[config.mk]
export PLATFORM = sky130hd
export DESIGN_NAME = triad_decoder_flat
export DESIGN_NICKNAME = d
export VERILOG_FILES = /design/src/rtl/triad_decoder_if.sv /design/src/rtl/triad_decoder.sv /design/src/flat_wrapper.sv
export SDC_FILE = /design/constraint.sdc
export NUM_CORES = 1
export LEC_CHECK = 0
export ABC_AREA = 0
export CORE_ASPECT_RATIO = 1.4
export CORE_UTILIZATION = 45
export DETAILED_ROUTE_END_ITERATION = 8
export HOLD_SLACK_MARGIN = 0.08
export SLEW_MARGIN = 20
export SYNTH_ARGS = -nofsm -noshare
export SYNTH_HDL_FRONTEND = slang
export SYNTH_SLANG_ARGS = --single-unit
[constraint.sdc]
create_clock -name clock -period 9.19 [get_ports clock]
set_input_delay 0.919 -clock clock [delete_from_list [all_inputs] [get_ports clock]]
set_output_delay 0.919 -clock clock [all_outputs]
set_load 0.05 [all_outputs]
[src/rtl/triad_decoder_if.sv]
// Triad decoder bus: serial triad inputs, counter clear, and the decoded hit outputs.
interface triad_decoder_if #(
    parameter int unsigned NCH   = 8,
    parameter int unsigned CNT_W = 16
);
    logic [NCH-1:0]   triad_in;
    logic             cnt_clr;
    logic [4*NCH-1:0] hs_out;
    logic             hit_valid;
    logic [CNT_W-1:0] triad_cnt;
    logic [NCH-1:0]   busy;

    modport master (
        output triad_in, cnt_clr,
        input  hs_out, hit_valid, triad_cnt, busy
    );

    modport slave (
        input  triad_in, cnt_clr,
        output hs_out, hit_valid, triad_cnt, busy
    );
endinterface

[src/rtl/triad_decoder.sv]
// Deserializes per-channel 3-bit triads (start, strip, half-strip) into stretched
// one-hot half-strip hits, with a saturating count of completed triads.
module triad_decoder #(
    parameter int unsigned NCH     = 8,
    parameter int unsigned PERSIST = 6,
    parameter int unsigned CNT_W   = 16
) (
    input logic             clock,
    input logic             reset_n,
    triad_decoder_if.slave  bus
);
    localparam int unsigned PC_W  = $clog2(PERSIST + 1);
    localparam int unsigned SUM_W = CNT_W + $clog2(NCH + 1);
    localparam logic [SUM_W-1:0] CNT_MAX = {{(SUM_W - CNT_W){1'b0}}, {CNT_W{1'b1}}};

    typedef enum logic [1:0] {StIdle, StS1, StS2} state_e;

    state_e            state_q [NCH];
    state_e            state_d [NCH];
    logic [NCH-1:0]    sb_q, sb_d, done;
    logic [PC_W-1:0]   pc_q [NCH][4];
    logic [PC_W-1:0]   pc_d [NCH][4];
    logic [SUM_W-1:0]  sum;
    logic [CNT_W-1:0]  cnt_q, cnt_d;
    logic              hit_valid_q;
    logic [4*NCH-1:0]  hs;
    logic [NCH-1:0]    busy;

    always_comb begin
        sum = SUM_W'(cnt_q);
        for (int ch = 0; ch < NCH; ch++) begin
            state_d[ch] = state_q[ch];
            sb_d[ch]    = sb_q[ch];
            done[ch]    = 1'b0;
            unique case (state_q[ch])
                StIdle: if (bus.triad_in[ch]) state_d[ch] = StS1;
                StS1: begin
                    sb_d[ch]    = bus.triad_in[ch];
                    state_d[ch] = StS2;
                end
                StS2: begin
                    done[ch]    = 1'b1;
                    state_d[ch] = StIdle;
                end
                default: state_d[ch] = StIdle;
            endcase
            sum = sum + SUM_W'(done[ch]);
        end
        if (bus.cnt_clr)       cnt_d = '0;
        else if (sum > CNT_MAX) cnt_d = '1;
        else                   cnt_d = sum[CNT_W-1:0];
    end

    // hb is taken straight from the input in S2, so the decode lands on the same edge.
    always_comb begin
        for (int ch = 0; ch < NCH; ch++) begin
            busy[ch] = (state_q[ch] != StIdle);
            for (int i = 0; i < 4; i++) begin
                if (done[ch] && ({sb_q[ch], bus.triad_in[ch]} == 2'(i))) begin
                    pc_d[ch][i] = PC_W'(PERSIST);
                end else if (pc_q[ch][i] != '0) begin
                    pc_d[ch][i] = pc_q[ch][i] - PC_W'(1);
                end else begin
                    pc_d[ch][i] = pc_q[ch][i];
                end
                hs[4*ch+i] = (pc_q[ch][i] != '0);
            end
        end
    end

    always_ff @(posedge clock) begin
        if (!reset_n) begin
            for (int ch = 0; ch < NCH; ch++) begin
                state_q[ch] <= StIdle;
                for (int i = 0; i < 4; i++) pc_q[ch][i] <= '0;
            end
            sb_q        <= '0;
            cnt_q       <= '0;
            hit_valid_q <= 1'b0;
        end else begin
            for (int ch = 0; ch < NCH; ch++) begin
                state_q[ch] <= state_d[ch];
                for (int i = 0; i < 4; i++) pc_q[ch][i] <= pc_d[ch][i];
            end
            sb_q        <= sb_d;
            cnt_q       <= cnt_d;
            hit_valid_q <= |done;
        end
    end

    assign bus.hs_out    = hs;
    assign bus.hit_valid = hit_valid_q;
    assign bus.triad_cnt = cnt_q;
    assign bus.busy      = busy;
endmodule

[src/flat_wrapper.sv]
// flat-port wrapper written by rule: the top's interface ports become plain ports
module triad_decoder_flat 
#(
    parameter int unsigned NCH     = 8,
    parameter int unsigned PERSIST = 6,
    parameter int unsigned CNT_W   = 16
)
  (clock, reset_n, bus_triad_in, bus_cnt_clr, bus_hs_out, bus_hit_valid, bus_triad_cnt, bus_busy);
  triad_decoder_if #(.NCH(NCH), .CNT_W(CNT_W)) bus_i ();
  input logic clock;
  input logic reset_n;
  input wire logic [$bits(bus_i.triad_in)-1:0] bus_triad_in;
  input wire logic [$bits(bus_i.cnt_clr)-1:0] bus_cnt_clr;
  output wire logic [$bits(bus_i.hs_out)-1:0] bus_hs_out;
  output wire logic [$bits(bus_i.hit_valid)-1:0] bus_hit_valid;
  output wire logic [$bits(bus_i.triad_cnt)-1:0] bus_triad_cnt;
  output wire logic [$bits(bus_i.busy)-1:0] bus_busy;
  assign bus_i.triad_in = bus_triad_in;
  assign bus_i.cnt_clr = bus_cnt_clr;
  assign bus_hs_out = bus_i.hs_out;
  assign bus_hit_valid = bus_i.hit_valid;
  assign bus_triad_cnt = bus_i.triad_cnt;
  assign bus_busy = bus_i.busy;
  triad_decoder #(.NCH(NCH), .PERSIST(PERSIST), .CNT_W(CNT_W)) u_core (.clock(clock), .reset_n(reset_n), .bus(bus_i));
endmodule
=== Yosys cells after proc, flatten, opt, wreduce, memory -nomap -nowiden ===
Memory sizes are Yosys's and may differ from the RTL's.
Cells that the tools add are included.

* ROM bits: 0
* Output and inout bits: 57
* Memory bits (writable): 112
* Bits of input ports: 11
* Latch bits: 0
* Flip-flop bits (word level): 25
* Logic and storage cells: 355
* Memories: 2

* Shift-type cells: 0
* Mux-type cells: 131
* Equality and inequality tests: 40
* $lt $le $gt $ge: 1
* Reduce and logical (&&, ||, !) cells: 90
* Add/subtract/negate cells: 40
* Divide/modulo/power cells: 0
* $mul: 0
* Bitwise operators: 41

{| class="wikitable"
|+ Memories
! memory !! words !! width !! read ports !! clocked after memory_dff !! wr ports !! line !! text
|-
| u_core.pc_q || 8 || 12 || 8 || 0 || 8 || triad_decoder.sv:21 || <nowiki>logic [PC_W-1:0] pc_q [NCH][4];</nowiki>
|-
| u_core.state_q || 8 || 2 || 8 || 0 || 8 || triad_decoder.sv:18 || <nowiki>state_e state_q [NCH];</nowiki>
|}

{| class="wikitable"
|+ Operator list
! kind !! number
|-
| 3-bit two-way mux || 96
|-
| 20-bit by 1-bit adder with 20-bit output || 7
|-
| 3-bit nonzero test || 32
|-
| 3-bit by 1-bit subtractor with 3-bit output, second input constant || 32
|-
| 2-bit == test, second input constant || 24
|-
| 1-bit bitwise OR || 40
|-
| 2-bit by 1-bit == test with 1-bit output, second input constant || 16
|-
| 1-bit logical AND || 32
|-
| 2-bit zero test || 16
|-
| 2-bit two-way mux || 16
|-
| 2-bit case mux with 2 select lines || 8
|-
| 20-bit by 16-bit > comparator with 1-bit output, second input constant || 1
|-
| 16-bit by 1-bit adder with 17-bit output || 1
|-
| 16-bit two-way mux || 1
|-
| 2-bit nonzero test || 8
|-
| 1-bit two-way mux || 10
|-
| 8-bit OR reduction || 1
|-
| 2-bit OR reduction || 1
|-
| 1-bit NOT || 1
|}

=== Logic depth before layout (Yosys ltp) ===
Gate-level depths: netlist of run 1.
An unclocked memory read counts as a cell.

* Depth in word-level cells: 13
* Mapped depth: 18
* Depth with buffers taken out: 17

=== Worst setup path before layout of run 1 ===
No wires, ideal clock.

* Path type: reg-to-reg
* Start: reg u_core.cnt_q[0], in the netlist u_core.bus.triad_cnt[0]
* End: reg u_core.cnt_q[12], in the netlist u_core.bus.triad_cnt[12]
* Library setup time: 0.138 ns
* Stages on the path, launching flop included: 17
* Data required time: 9.052 ns
* Clock period less this slack: 4.137 ns
* Arrival time: 3.999 ns
* Path buffers: 1
* Setup slack: 5.053 ns
* Cells stage by stage: dfxtp_1 > ha_1 > inv_1 > fa_1 > fa_1 > fa_1 > inv_1 > ha_1 > fa_1 > a21o_1 > a21oi_1 > a21oi_4 > nand4_2 > a21oi_2 > nand4_4 > buf_6 > a21oi_1

* Word-level cells in the longest chain between the ends: 10

{| class="wikitable"
|+ Ends and longest elaborated chain
! item !! line !! text
|-
| start: declaration || triad_decoder.sv:24 || <nowiki>logic [CNT_W-1:0] cnt_q, cnt_d;</nowiki>
|-
| start signal: assignment || triad_decoder.sv:86 || <nowiki>cnt_q <= cnt_d;</nowiki>
|-
| 16-bit by 1-bit adder with 17-bit output (*) || triad_decoder.sv:47 || <nowiki>sum = sum + SUM_W'(done[ch]);</nowiki>
|-
| 20-bit by 1-bit adder with 20-bit output (*) (7 in series) || triad_decoder.sv:47 ||
|-
| 20-bit by 16-bit > comparator with 1-bit output || triad_decoder.sv:50 || <nowiki>else if (sum > CNT_MAX) cnt_d = '1;</nowiki>
|-
| 16-bit two-way mux (*) || triad_decoder.sv:50 ||
|}

Every way passes the cells marked *; elsewhere a longest branch is shown, timed or not.
A chain may end at the register's enable or synchronous reset.

==> metrics.md, run 1 <==
| Metric | Value |
|---|---|
| Status | completed |
| Yosys reg bits | roughly 140 |
| Area Growth Syn to Fin | 18.13% |
| Clk_lat worst skew | roughly 0.4 ns |
| Arr. time, crit path | between 4 and 5 ns |
| Critical-path cell list | nand2b_1 -> inv_1 -> ha_1 -> inv_1 -> fa_1 -> fa_1 -> fa_1 -> inv_1 -> ha_1 -> fa_1 -> a21o_1 -> a21oi_1 -> a21oi_4 -> nand4_2 -> a21oi_2 -> nand4_4 -> a21oi_1 |
| Vias | around 5,700 |
| Slew Limit Headroom | between 40% and 50% |
| Post-Syn Area | just under 0.008 mm2 |
| Max stage delay cell, worst path | fa_1 |
| Critical Path RT | about 9.4 ns |
| Worst Path Buf+Inv | 3 |
| Flop pwr share | a little over a third |
| Post-synth top area share | roughly 22% |
| Synth Area in Simple Gates | about 20% |
| Most frequent cell after synthesis | inv_1 |
| Gates resized, CTS repair | 0 |
| Detailed Place HPWL | ~12,000 um |
| Placer Congestion | between 0.8 and 0.9 |
| Largest family of logic cells by synthesized area | simple AND/OR/NAND/NOR gates |
| Fin Setup TNS | 0 ns |
| Crit path top cell by count | fa_1 |
| Core Rows | 56 |
| DRT Wirelength | about 16,000 um |
| Switching Power | roughly 0.00086 W |
| Largest cells by area after synthesis | dfxtp_1, edfxtp_1, ha_1 |
| Number of global-route vias before repair | roughly 5,700 |
| Pins Over Slew Limit | 0 |
| Final period utilization | between 40 and 50% |
| Synth Area in XOR/XNOR | under 10% |
| Setup violations, final | 0 |
| CTS tree | built |
| Synthesized area per cell | 9.929 um2 |
| Setup Buffers After CTS | 0 |
| Global-route wire length before repair | 26,900 um |
| Die area | roughly 0.018 mm2 |
| Clock net sink count | between 100 and 150 |
| Post-synth top cells | inv_1, dfxtp_1, ha_1 |
| Number of remaining DRC errors | 0 |
| R2r startpoint | u_core.state_q[0][0]$_SDFFE_PN0P_ |
| Worst vdd ir | between 0.1 and 0.15 mV |
| Post-route ant nets | 0 |
| Crit end category | flop |
| Layout cells sized above 1 | between 10% and 20% |
| Internal power consumption | 0.001541 W |
| Storage cell area | ~0.0033 mm2 |
| Clock group share of total power | 27.7% |
| Largest net degree at the start of global routing | 87 |
| Sw Share | 35.81% |
| Syn_nets | 863 |
| 1st-iter DRT viols | 204 |
| Synth Area in Compound Gates | 9.870% |
| Netlist cell types | a little under 60 |
| Cells after synthesis | approximately 780 |
| Worst slew pin tran | around 0.88 ns |
| Hold_sp | u_core.state_q[0][4]$_SDFFE_PN0P_ |
| Hold crit path type | reg2reg |
| Vias per inst | around 5.4 |
| Initial Util | 45.95% |
| Crit path max fanout | 15 |
| Max clock buf depth | 2 |
| MaxCap Viol Count | 0 |
| YS warnings | 0 |
| Die X | approximately 110 um |
| Cell family with most CP delay | adder cells |
| Crit path launch type | flop |
| Adder-cell share of the synthesized area | between 10% and 20% |
| EDFF count, synth | slightly above 50 |
| RSZ-0062 raised after global routing | no |
| Global route overflow | 0 |
| Max Clock Freq | between 0.2 and 0.25 GHz |
| Tmin final | 4.285 ns |
| GRT Total Usage | a little under a fifth |
| Crit path largest cell delay | approximately 0.5 ns |
| Cts bufs inserted | 17 |
| Initial antenna violation count | 0 |
| CTS Hold Buffers Added | 0 |
| Top FF cell, synth | dfxtp_1 |
| Clk slew on worst S/H paths | roughly 0.06 ns |
| Setup CP Type | reg2reg |
| Combinational Power Share | 36.6% |
| Placeable core area | about 0.017 mm2 |
| Async S/R FF share, synth | 0% |
| Total power | about 0.0024 W |
| Worst Clk Skew | between 0.01 and 0.015 ns |
| IO buf count | 67 |
| H-tree depth | 4 |
| TritonRoute pass-1 iters | 4 |
| Die height | 156.7 um |
| LEAKAGE | between 3 and 4 nW |
| Sequential element share of the synthesized area | a little over two fifths |
| Area of the multi-input gates | slightly below 0.004 mm2 |
| Crit path launch | u_core.state_q[0][0]$_SDFFE_PN0P_ |
| NumNets Final | 926 |
| Biggest area consumer among synthesized cells | dfxtp_1 |
| Ports | 68 |
| Wirelength per Cell | ~15 um |
| # diodes | 0 |
| Pwr/cell area | about 260 mW/mm2 |
| Mux cell area share after synthesis | 3.138% |
| Final hold vios | 0 |
| Clk root buf | clkbuf_16 |
| Layout fillers | between 1,500 and 2,000 |
==> power by group through the flow <==
stage               Combinational [W]  Sequential, W  Clock [W]
floorplan                    0.000649       0.000857          0
global placement             0.000844       0.000860          0
finish                       0.000878       0.000858   0.000665
CTS                          0.000889       0.000858   0.000679
detailed placement           0.000884       0.000870          0
global route                 0.000962       0.000872   0.000704
==> state kept, by name (all words and copies together) (netlist names) <==
name,flops
u_core.pc_q,96
u_core.bus.triad_cnt,16
u_core.state_q,16
u_core.sb_q,8
u_core.bus.hit_valid,1
==> stage by stage <==
step	hold WS, ns	cell area, um2	utilization, %	worst slack [ns]	std cells
after floorplan	0.4397	7695	-	5.053	775
after global placement	0.4492	8507	50.80	4.974	1022
after detailed placement	0.4639	8507	50.80	4.940	1022
after CTS	0.4725	9090	54.28	4.904	1054
after global routing	0.4985	9090	54.28	4.656	1054
final	0.4713	9090	54.28	4.905	1054
==> path summary, 6_finish.rpt <==
| kind | endpoint | cells past startpoint | slack [ns] |
|---|---|---|---|
| setup / recovery | u_core.bus.triad_cnt[1]$_SDFF_PP0_ | 17 | 4.91 |
| hold / removal | u_core.state_q[0][4]$_SDFFE_PN0P_ | 1 | 0.47 |
| setup reg to reg | u_core.bus.triad_cnt[1]$_SDFF_PP0_ | 17 | 4.91 |
| hold reg to reg | u_core.state_q[0][4]$_SDFFE_PN0P_ | 1 | 0.47 |
==> area by class of cell <==
| cell class | count | share of cell area, % |
|---|---|---|
| sequential | 137 | 35.79 |
| inverter | 95 | 3.923 |
| timing repair buffer | 69 | 7.543 |
| multi-input combinational | 518 | 43.54 |
| clock buffer | 22 | 5.588 |
| clock inverter | 10 | 0.8259 |
| tap | 203 | 2.794 |
==> cells by family (layout without fill, tap and decap cells) <==
family	Yosys count	count (layout)
XOR/XNOR	52	52
AND/OR/NAND/NOR	240	240
flip-flops	137	137
multiplexers	24	24
buffers and inverters	120	196
AO/OA/AOI/OAI	125	125
adder cells (fa/ha/maj)	77	77
==> layer usage <==
metal / up-vias / wire, um / part of all wire, % / track usage [%]
met1: 2725 / 6924 / 43 / 21.46
met4: 0 / 224 / 1.4 / 5.968
met2: 116 / 8400 / 52 / 36.14
li1: 2812 / - / - / -
met3: 23 / 574 / 3.6 / 3.602
met5: - / 0 / 0 / 0
==> layout by cell type, fill, tap and decap left out, drive strengths merged, types with 3 or more instances in the layout <==
cell type and instances:
nor3b 8, a21oi 72, nor3 4, or4 11, o21ai 18, or2 19
clkdlybuf4s50 67, dfxtp 86, o211ai 3, a31oi 16, ha 73, nand4 10
fa 4, nor4b 8, nor2 28, xor2 4, inv 100, a211o 5
nand3b 5, clkinv 5, or3b 13, edfxtp 51, or3 10, nand3 21
nand2 21, and3 34, a21o 3, xnor2 48, nor2b 4, clkbuf 22
nand4b 7, nand2b 30, mux2i 23
Power figures use the tool's default switching activity.
==> run 2: changes to the inputs <==
clock period = 4.1 ns   (was 9.19 ns; I/O delays follow)
==> metrics.md, run 2 (same netlist as run 1, synthesis figures left out) <==
| Metric | Value |
|---|---|
| Global route overflow | 0 |
| Placeable core area | around 0.017 mm2 |
| Max stage delay cell, worst path | fa_1 |
| Status | completed |
| Total power | 0.005375 W |
| Pins Over Slew Limit | 0 |
| Vias | 5,668 |
| IO buf count | 67 |
| 1st-iter DRT viols | 262 |
| Post-Route M1 WL | ~6900 um |
| Top layer in use | met4 |
| Max clock buf depth | 2 |
| Largest register by flop count | u_core.pc_q |
| # diodes | 0 |
| Worst vdd ir | ~0.22 mV |
| Die height | approximately 160 um |
| Met2 WL | 8574 um |
| Die area | ~0.018 mm2 |
| Largest net degree at the start of global routing | slightly above 40 |
| DRT Wirelength | around 16,000 um |
| Final hold vios | 0 |
| Critical Path RT | between 4 and 5 ns |
| H-tree depth | 4 |
| DP Area | approximately 0.0086 mm2 |
| Number of global-route vias before repair | between 5,000 and 6,000 |
| Final period utilization | between 90% and 100% |
| Setup violations, final | 0 |
| Most frequent cells in the layout | inv_1, dfxtp_1, ha_1 |
| Crit path largest cell delay | 0.49 ns |
| Placer Congestion | approximately 0.86 |
| CTS Hold Buffers Added | 0 |
| Area Growth Syn to Fin | 20.00% |
| MaxCap Viol Count | 0 |
| Worst Path Buf+Inv | 4 |
| Wirelength per Cell | about 15 um |
| Clk_lat worst skew | approximately 0.41 ns |
| Cell family with most CP delay | adder cells |
| Hold Worst Slack | ~0.48 ns |
| TritonRoute pass-1 iters | 5 |
| Fin area | 0.009234 mm2 |
| NumNets Final | 938 |
| Clk slew on worst S/H paths | 0.06 ns |
| Post-route ant nets | 0 |
| Vias per inst | 5.317 |
| CTS tree | built |
| Crit end category | flop |
| Crit path max fanout | 14 |
| Pre-CTS worst setup slack | -0.07689 ns |
| Layout cells sized above 1 | between 10% and 20% |
| Die X | between 100 and 150 um |
| Cts bufs inserted | 17 |
| Slew Limit Headroom | approximately 46% |
| Setup slack, reg-to-reg | approximately 0.19 ns |
| Critical-path cell list | nand2b_1 -> inv_1 -> ha_1 -> inv_1 -> fa_1 -> fa_1 -> fa_1 -> inv_1 -> ha_2 -> fa_2 -> a21o_1 -> a21oi_4 -> a21oi_4 -> nand4_4 -> a21oi_4 -> nand4_4 -> buf_12 -> a21oi_1 |
| Worst Clk Skew | between 0.01 and 0.015 ns |
| Ports | between 60 and 70 |
| GRT Total Usage | 19.15% |
| Arr. time, crit path | 4.16 ns |
| Detailed Place HPWL | between 10,000 and 15,000 um |
| Most common cell after layout, fill and taps aside | inv_1 |
| Setup CP Type | reg2reg |
| Max Clock Freq | around 0.26 GHz |
| Routed length on met3 | 392 um |
| Global-route wire length before repair | 26,900 um |
| Max reg flops | between 90 and 100 |
| Clock net sink count | between 100 and 150 |
| Crit path launch type | flop |
| Hold crit path type | reg2reg |
| Tmin final | a little under 4 ns |
| Final worst-path setup slack | between 0.15 and 0.2 ns |
| Core Rows | 56 |
| Pwr/cell area | ~580 mW/mm2 |
| Initial Util | roughly 46% |
| Worst slew pin tran | 0.8163 ns |
| Number of remaining DRC errors | 0 |
| Clk root buf | clkbuf_16 |
| Initial antenna violation count | 0 |
| LEAKAGE | about 4 nW |
-- run 2: report_power, final --
| part | leakage (nW) | internal (W) | switching, W |
|---|---|---|---|
| Sequential | 1.26 | 0.00178 | 0.000138 |
| Clock | 0.284 | 0.000890 | 0.000604 |
| Combinational | 2.44 | 0.000781 | 0.00118 |
-- run 2: what timing repair did --
item | in CTS | in global routing
pin swaps | 0 | 1
gates resized for setup | 1 | 6
buffers inserted | 0 | 1
endpoints found under the setup margin | 15 | 16
-- run 2: path summary, 6_finish.rpt --
| check | start | to | cells past startpoint |
|---|---|---|---|
| setup / recovery | u_core.state_q[0][0]$_SDFFE_PN0P_ | u_core.bus.triad_cnt[0]$_SDFF_PP0_ | 18 |
| hold / removal | u_core.state_q[0][9]$_SDFFE_PN0P_ | u_core.state_q[0][9]$_SDFFE_PN0P_ | 1 |
| setup reg to reg | u_core.state_q[0][0]$_SDFFE_PN0P_ | u_core.bus.triad_cnt[0]$_SDFF_PP0_ | 18 |
| hold reg to reg | u_core.state_q[0][9]$_SDFFE_PN0P_ | u_core.state_q[0][9]$_SDFFE_PN0P_ | 1 |
-- run 2: worst reg2reg max path, cell delays in order, from the launching register on --
cell and delay [ns]:
dfxtp_1 0.32, nand2b_1 0.13, inv_1 0.06, ha_1 0.27, inv_1 0.05, fa_1 0.49, fa_1 0.42, fa_1 0.49
inv_1 0.04, ha_2 0.18, fa_2 0.35, a21o_1 0.19, a21oi_4 0.19, a21oi_4 0.06, nand4_4 0.09, a21oi_4 0.08
nand4_4 0.11, buf_12 0.16, a21oi_1 0.08
-- run 2: final cells by class --
class | instances | area, um2
clock inverters | 10 | 76.32
repair buffers | 81 | 788.3
clock buffers | 22 | 508.0
multi-input cells | 518 | 3996
flip-flops and latches | 137 | 3254
inverters | 95 | 356.6
fillers | 1543 | 7512
well taps | 203 | 254.0
-- run 2: per-stage QoR --
step / util [%] / setup TNS, ns / std cells
2_1_floorplan: - / 0 / 775
3_3_place_gp: 51.30 / 0 / 1033
3_5_place_dp: 51.30 / -0.7833 / 1033
5_1_grt: 55.14 / -0.01255 / 1066
4_1_cts: 54.81 / 0 / 1065
6_report: 55.14 / 0 / 1066
-- run 2: routing by layer --
layer,vias up,global-route usage (%)
met3,17,3.408
met5,-,0
met2,80,35.58
li1,2828,-
met4,0,7.238
met1,2743,21.69
